[src/rtl/serial_transmitter_param.sv]
// Length-prefixed serial forwarder: takes a LEN_W-bit header on serIn, then passes that many
// payload bits to serOut with a one-cycle register stage, optionally followed by even parity.
module serial_transmitter_param #(
  parameter int LEN_W     = 3,
  parameter int HDR_MSB   = 1,
  parameter int PARITY_EN = 0
) (
  input  logic                         clk,
  input  logic                         rst,
  input  logic                         start,
  input  logic                         serIn,
  output logic                         serOut,
  output logic                         out_valid,
  output logic                         par_bit,
  output logic                         Ready,
  output logic [$clog2(LEN_W+1)-1:0]   upcounter,
  output logic [LEN_W-1:0]             downcounter,
  output logic [LEN_W-1:0]             register
);

  localparam int UC_W = $clog2(LEN_W+1);

  typedef enum logic [1:0] {IDLE, HDR, XMIT, PAR} state_t;

  state_t           state;
  logic             par_acc;
  logic [LEN_W-1:0] hdr_next;
  logic             hdr_last;

  // Header register after absorbing this cycle's serIn; LEN_W must be >= 2.
  generate
    if (HDR_MSB != 0) begin : g_msb_first
      assign hdr_next = {register[LEN_W-2:0], serIn};
    end else begin : g_lsb_first
      assign hdr_next = {serIn, register[LEN_W-1:1]};
    end
  endgenerate

  assign hdr_last = (upcounter == UC_W'(LEN_W-1));
  assign Ready    = (state == IDLE);

  always_ff @(posedge clk) begin
    if (rst) begin
      state       <= IDLE;
      serOut      <= 1'b0;
      out_valid   <= 1'b0;
      par_bit     <= 1'b0;
      upcounter   <= '0;
      downcounter <= '0;
      register    <= '0;
      par_acc     <= 1'b0;
    end else begin
      serOut    <= 1'b0;
      out_valid <= 1'b0;
      par_bit   <= 1'b0;
      case (state)
        IDLE: begin
          upcounter <= '0;
          register  <= '0;
          par_acc   <= 1'b0;
          if (start) state <= HDR;
        end
        HDR: begin
          register  <= hdr_next;
          upcounter <= upcounter + UC_W'(1);
          if (hdr_last) begin
            downcounter <= hdr_next;
            if (hdr_next != '0)      state <= XMIT;
            else if (PARITY_EN != 0) state <= PAR;
            else                     state <= IDLE;
          end
        end
        XMIT: begin
          serOut    <= serIn;
          out_valid <= 1'b1;
          par_acc   <= par_acc ^ serIn;
          if (downcounter != '0) downcounter <= downcounter - LEN_W'(1);
          if (downcounter == LEN_W'(1)) state <= (PARITY_EN != 0) ? PAR : IDLE;
        end
        PAR: begin
          serOut    <= par_acc;
          out_valid <= 1'b1;
          par_bit   <= 1'b1;
          state     <= IDLE;
        end
        default: state <= IDLE;
      endcase
    end
  end

endmodule

[config.mk]
export PLATFORM = sky130hd
export DESIGN_NAME = serial_transmitter_param
export DESIGN_NICKNAME = d
export VERILOG_FILES = /design/src/rtl/serial_transmitter_param.sv
export SDC_FILE = /design/constraint.sdc
export NUM_CORES = 1
export LEC_CHECK = 0
export CORE_MARGIN = 3
export CORE_UTILIZATION = 32
export DETAILED_ROUTE_END_ITERATION = 8
export PLACE_DENSITY = 0.56
export SETUP_SLACK_MARGIN = 0.3
export SLEW_MARGIN = 25
export SYNTH_ARGS = -nofsm -noshare
export SYNTH_HDL_FRONTEND = slang
export SYNTH_SLANG_ARGS = --single-unit
[constraint.sdc]
create_clock -name clk -period 1.1 [get_ports clk]
set_input_delay 0.11 -clock clk [delete_from_list [all_inputs] [get_ports clk]]
set_output_delay 0.11 -clock clk [all_outputs]
set_load 0.005 [all_outputs]
==> flow_summary_export.csv, run 1 <==
group,metric,value,unit
routing,vias_per_cell,4.671,
worst_setup_path,start_kind,"register",
routing,first_pass_iters,4,
timing,rsz0062_at_grt,"yes",
worst_setup_path,r2r-end,"downcounter[2]$_SDFFE_PP0P_",
placed_design,io_buffers,15,
timing,fin_crit_sh,110.0,%
cts,clk_latency,0.29,ns
routing,routed_wl,1864,um
cells_and_area,drive_gt1_share,67.24,%
placed_design,pre_cts_ws,-0.1208,ns
die,initial_core_util,34.56,%
grt,antenna_found_initial,0,
die,rows,16,
grt,grt_pass1_wl,3215,um
yosys,synth_area_leaders,"dfxtp_1 41%, ha_1 7.2%, buf_6 6.5%",
routing,wl_per_cell,13.03,um
yosys,synth_cells,71,
yosys,ys_seq_area_share,40.51,%
timing,min_period,1.210,ns
cts,cts_tree,"built",
grt,overflow,0,
yosys,synth_top_area_cell,"dfxtp_1",
cells_and_area,fin_nets,125,
timing,fin_ws,-0.1103,ns
worst_setup_path,crit_arrival,1.39,ns
worst_setup_path,required,1.28,ns
routing,vias,668,
timing,finalHoldViolCount,0,
routing,drt_iter0_drc,8,
worst_setup_path,timing.rr.start,"upcounter[1]$_SDFFE_PP0P_",
grt,grt_max_degree,9,
cts,hold_buffers,0,
cts,clockRootBuffer,"clkbuf_4",
grt,track_usage,16.42,%
routing,drc_errors,0,
worst_hold_path,hp-start,"start",
cts,cts-buffers-inserted,3,
yosys,synthDistinctLibCells,23,
timing,hold_slack,0.4639,ns
worst_hold_path,whs_path_depth,3,
cells_and_area,area_delta_synth_final,80.47,%
timing,skew,0.009015,ns
cells_and_area,final_cell_area,0.001249,mm^2
cells_and_area,post-route-util,62.38,%
cts,clock_path_buffers,2,
worst_setup_path,crit_fanout,4,
worst_hold_path,hold_end,"state[0]$_SDFFE_PP0P_",
pwr,vdd_drop_max,0.5637,mV
job,drv_cap,0,
placed_design,gp_congestion,0.7511,
grt,grt_pass1_vias,690,
die,ios,16,
worst_setup_path,startpoint,"upcounter[1]$_SDFFE_PP0P_",
pwr,p_leak,0.5530,nW
cts,htree_levels,1,
worst_hold_path,hold_class,"input pin to register",
cells_and_area,antenna_cells,0,
yosys,synth.ff_latch_count,14,
cts,path_clk_slew,0.09,ns
worst_setup_path,critPathKind,"register to register",
timing,slew_viol_final,0,
worst_setup_path,ff2ff_path_depth,5,
die,die_y,52.50,um
worst_setup_path,endpoint_kind,"register",
die,core-area,0.002002,mm^2
yosys,yosysTopAreaCellShare,40.51,%
yosys,yosysWarnings,0,
worst_setup_path,r2r_slack,-0.11,ns
timing,tightest_slew,0.3151,ns
cts,clkSinkCount,14,
pwr,p_per_area,845.5,mW/mm^2
run_status,violations,"setup timing",
timing,setup_viol,4,
yosys,synth_area,691.9,um^2
placed_design,dpl_cell_area,958.4,um^2
cells_and_area,fillers,165,
yosys,syn-num-nets,79,
die,die-area,0.002756,mm^2
timing,fin_tns_setup,-0.3663,ns
placed_design,dp_hpwl,1105,um
timing,clock.fmax,826.2,MHz
yosys,syn_avg_cell_area,9.745,um^2
timing,max_slew_margin,78.93,%
routing,ant_nets,0,
run_status,status,"complete, but fails checks",
die,die_w,52.50,um
cell type report:
cell class / count / area, um^2 / area share, %
Inverter: 6 / 22.52 / 1.804
Timing Repair Buffer: 46 / 415.4 / 33.27
Clock buffer: 4 / 36.28 / 2.906
Sequential cell: 14 / 305.3 / 24.45
Multi-Input combinational cell: 46 / 435.4 / 34.87
Tap cell: 27 / 33.78 / 2.705
per-layer routing:
| metal | part of all wire, % | global-route usage, % | routed length [um] |
|---|---|---|---|
| met3 | 4.8 | 2.849 | 89 |
| met2 | 50 | 27.07 | 927 |
| met4 | 1.9 | 7.660 | 35 |
| met5 | 0 | 0 | 0 |
| met1 | 44 | 20.52 | 811 |
sequential cells by signal (all words and copies together) (netlist names):
register / count
upcounter: 2
out_valid: 1
par_acc: 1
par_bit: 1
downcounter: 3
register: 3
serOut: 1
state: 2
cells by family after synthesis:
kind of cell | after synthesis | share of synthesized area (%)
AO/OA/AOI/OAI | 17 | 19.17
buffers and inverters | 11 | 10.31
AND/OR/NAND/NOR | 21 | 17.00
multiplexers | 4 | 5.787
adder cells (fa/ha/maj) | 4 | 7.234
flip-flops | 14 | 40.51
how the worst max path moves through the flow:
stage	end	slack [ns]	depth (start not counted)
2_1_floorplan	downcounter[0]$_SDFFE_PP0P_	-0.10	6
3_3_place_gp	downcounter[1]$_SDFFE_PP0P_	-0.13	6
3_5_place_dp	downcounter[1]$_SDFFE_PP0P_	-0.12	6
4_1_cts	downcounter[2]$_SDFFE_PP0P_	-0.1	5
5_1_grt	downcounter[2]$_SDFFE_PP0P_	-0.18	6
6_report	downcounter[2]$_SDFFE_PP0P_	-0.11	5
critical path: stages, from the launching register on:
cell and delay [ns]:
dfxtp_4 0.36, buf_6 0.11, ha_4 0.16, a22oi_4 0.22
a2bb2oi_1 0.19, nor2_1 0.06
synthesized netlist by cell type (all sizes together):
| master | instances |
|---|---|
| a211o | 1 |
| a21oi | 4 |
| a22oi | 6 |
| a2bb2oi | 2 |
| and2 | 1 |
| and2b | 1 |
| buf | 4 |
| clkbuf | 1 |
| dfxtp | 14 |
| ha | 4 |
| inv | 6 |
| mux2i | 4 |
| nand2 | 1 |
| nand2b | 1 |
| nand3b | 2 |
| nor2 | 9 |
| nor2b | 5 |
| nor3 | 1 |
| o21ai | 3 |
| o311ai | 1 |
power by group:
part           total [mW]  internal, mW  switching [mW]
sequential          0.516         0.507         0.00895
combinational       0.157        0.0894          0.0673
clock               0.383         0.202           0.181
layout by cell type, fill, tap and decap left out, types with 2 or more instances in the layout:
cell type / netlist / final
nor2b_1: 4 / 3
nand3b_1: 2 / 2
a21oi_1: 3 / 3
a2bb2oi_1: 2 / 2
buf_4: 0 / 18
inv_2: 0 / 4
clkbuf_4: 0 / 3
clkdlybuf4s50_1: 0 / 3
dfxtp_2: 0 / 5
a22oi_2: 0 / 5
buf_6: 4 / 20
o21ai_0: 3 / 3
nor2b_4: 1 / 2
ha_4: 0 / 2
dfxtp_1: 14 / 4
dfxtp_4: 0 / 5
mux2i_1: 4 / 4
nor2_1: 9 / 8
inv_1: 6 / 2
buf_2: 0 / 5
stage by stage:
stage	total power, mW	instances
detailed placement	0.6451	122
CTS	1.042	139
global placement	0.6430	122
floorplan	0.5932	71
finish	1.056	143
global route	1.107	143
what timing repair did:
| action | in CTS | in global routing |
|---|---|---|
| cloned | 0 | 0 |
| setup endpoints to repair | 25 | 25 |
| setup buffers | 13 | 4 |
| pin swaps | 14 | 3 |
| resized for setup | 81 | 15 |
(Power assumes the default switching activity.)
==> run 2: changes to the inputs <==
--- a/config.mk
+++ b/config.mk
@@ -5,7 +5,6 @@
 export SDC_FILE = /design/constraint.sdc
 export NUM_CORES = 1
 export LEC_CHECK = 0
-export CORE_MARGIN = 3
 export CORE_UTILIZATION = 32
 export DETAILED_ROUTE_END_ITERATION = 8
 export PLACE_DENSITY = 0.56
==> run 2 against run 1 <==
The run still ends with setup timing left; critical path depth fell by 1; hold slack got worse by 0.018 ns; combinational power fell by 7%; non-clock buffer count fell by 3; clock skew fell by 0.0035 ns; clock power barely moved; worst setup slack improved by 0.0087 ns; final area fell by 2.5%; power fell by 0.57%; routed wire length fell by 8.2%; register-to-register slack barely moved; via count fell by 5.2%; highest routed layer unchanged.
==> flow_summary_export.csv, run 2 (synthesis gave the netlist of run 1 again) <==
group,metric,value,unit
run_status,status,"complete, but fails checks",
run_status,violations,"setup timing",
cells_and_area,drive_gt1_share,67.26,%
cells_and_area,final_cells,140,
cells_and_area,final_cell_area,0.001217,mm^2
pwr,p_leak,0.5347,nW
placed_design,dpl_cell_area,965.9,um^2
grt,grt_pass1_wl,2622,um
job,drv_cap,0,
placed_design,dp_hpwl,1028,um
pwr,vdd_drop_max,0.7173,mV
die,die-area,0.002352,mm^2
die,die_y,48.50,um
timing,min_period,1.202,ns
cells_and_area,seq_area,302.8,um^2
timing,rsz0062_at_grt,"yes",
timing,fin_crit_sh,109.2,%
cells_and_area,multiInputGateArea,442.9,um^2
timing,fin_tns_setup,-0.3188,ns
cells_and_area,mostFrequentLayoutCells,"17 x buf_6, 17 x buf_4, 8 x nor2_1",
worst_setup_path,critPathKind,"register to register",
grt,grt_max_degree,9,
die,die_w,48.50,um
pwr,p_per_area,862.3,mW/mm^2
die,initial_core_util,34.56,%
grt,track_usage,14.62,%
cts,clockRootBuffer,"clkbuf_4",
routing,drc_errors,0,
timing,setup_viol,4,
placed_design,io_buffers,15,
routing,vias,633,
timing,finalHoldViolCount,0,
grt,grt_pass1_vias,615,
timing,max_slew_margin,80.56,%
cells_and_area,post-route-util,60.81,%
placed_design,dp_cells,123,
routing,ant_nets,0,
cells_and_area,fin_nets,122,
routing,drt_iter0_drc,6,
cts,clock_path_buffers,2,
cts,path_clk_slew,0.09,ns
routing,routed_wl,1712,um
die,rows,16,
worst_setup_path,start_kind,"register",
cts,cts_tree,"built",
timing,skew,0.005496,ns
cells_and_area,area_delta_synth_final,75.95,%
timing,slew_viol_final,0,
die,ios,16,
worst_setup_path,endpoint_kind,"register",
cells_and_area,reg_top3,"downcounter: 3 flops, register: 3 flops",
timing,fin_ws,-0.1017,ns
routing,vias_per_cell,4.521,
timing,tightest_slew,0.2907,ns
cells_and_area,antenna_cells,0,
timing,clock.fmax,832.2,MHz
routing,wl_per_cell,12.23,um
cts,clk_latency,0.29,ns
cts,clkSinkCount,14,
cells_and_area,fillers,177,
cts,cts-buffers-inserted,3,
worst_setup_path,crit_fanout,4,
worst_hold_path,hold_class,"input pin to register",
routing,first_pass_iters,4,
grt,antenna_found_initial,0,
cts,htree_levels,1,
worst_setup_path,crit_arrival,1.42,ns
die,core-area,0.002002,mm^2
grt,overflow,0,
placed_design,gp_congestion,0.7563,
worst_setup_path,required,1.32,ns
run 2: area by class of cell:
| class | instances | area share (%) |
|---|---|---|
| timing repair buffer | 43 | 31.14 |
| multi-input combinational | 46 | 36.38 |
| inverter | 6 | 1.850 |
| sequential | 14 | 24.87 |
| clock buffer | 4 | 2.980 |
| tap | 27 | 2.775 |
run 2: what timing repair did:
action                     CTS  global route
gates resized for setup     73            19
setup endpoints to repair   25            25
hold buffers                 0             0
pin swaps                    7             9
setup buffers                7             6
run 2: stage by stage:
step / hold WS (ns) / setup WS (ns) / power [mW]
final: 0.4461 / -0.1017 / 1.050
after global routing: 0.4489 / -0.1520 / 1.098
after CTS: 0.4458 / -0.09243 / 1.029
after detailed placement: 0.4715 / -0.1060 / 0.6417
after global placement: 0.4652 / -0.1299 / 0.6418
after floorplan: 0.1790 / -0.1004 / 0.5932
run 2: where the power goes:
| part | switching, mW | total (mW) | internal, mW | leakage, nW |
|---|---|---|---|---|
| sequential | 0.00936 | 0.518 | 0.509 | 0.119 |
| clock | 0.184 | 0.386 | 0.202 | 0.0210 |
| combinational | 0.0652 | 0.146 | 0.0806 | 0.395 |
| total | 0.259 | 1.05 | 0.791 | 0.535 |
run 2: critical path, stage by stage (launching register included):
cell	delay [ns]
dfxtp_4	0.36
and2b_2	0.28
a22oi_4	0.10
a211o_1	0.29
a21oi_2	0.11
run 2: final timing paths:
check	endpoint	slack, ns	start	cells past startpoint
worst min register to register	register[2]$_SDFFE_PP0P_	0.53	register[2]$_SDFFE_PP0P_	2
worst min-delay path	state[0]$_SDFFE_PP0P_	0.45	start	3
worst max register to register	downcounter[1]$_SDFFE_PP0P_	-0.10	state[1]$_SDFFE_PP0P_	4
worst max-delay path	downcounter[1]$_SDFFE_PP0P_	-0.10	state[1]$_SDFFE_PP0P_	4
run 2: per-layer routing:
| metal | track usage [%] | vias up | share of wire, % |
|---|---|---|---|
| met4 | 8.824 | 0 | 3.8 |
| met2 | 23.00 | 19 | 48 |
| met5 | 0 | - | 0 |
| li1 | - | 325 | - |
| met3 | 4.088 | 6 | 5.9 |
| met1 | 17.67 | 283 | 42 |
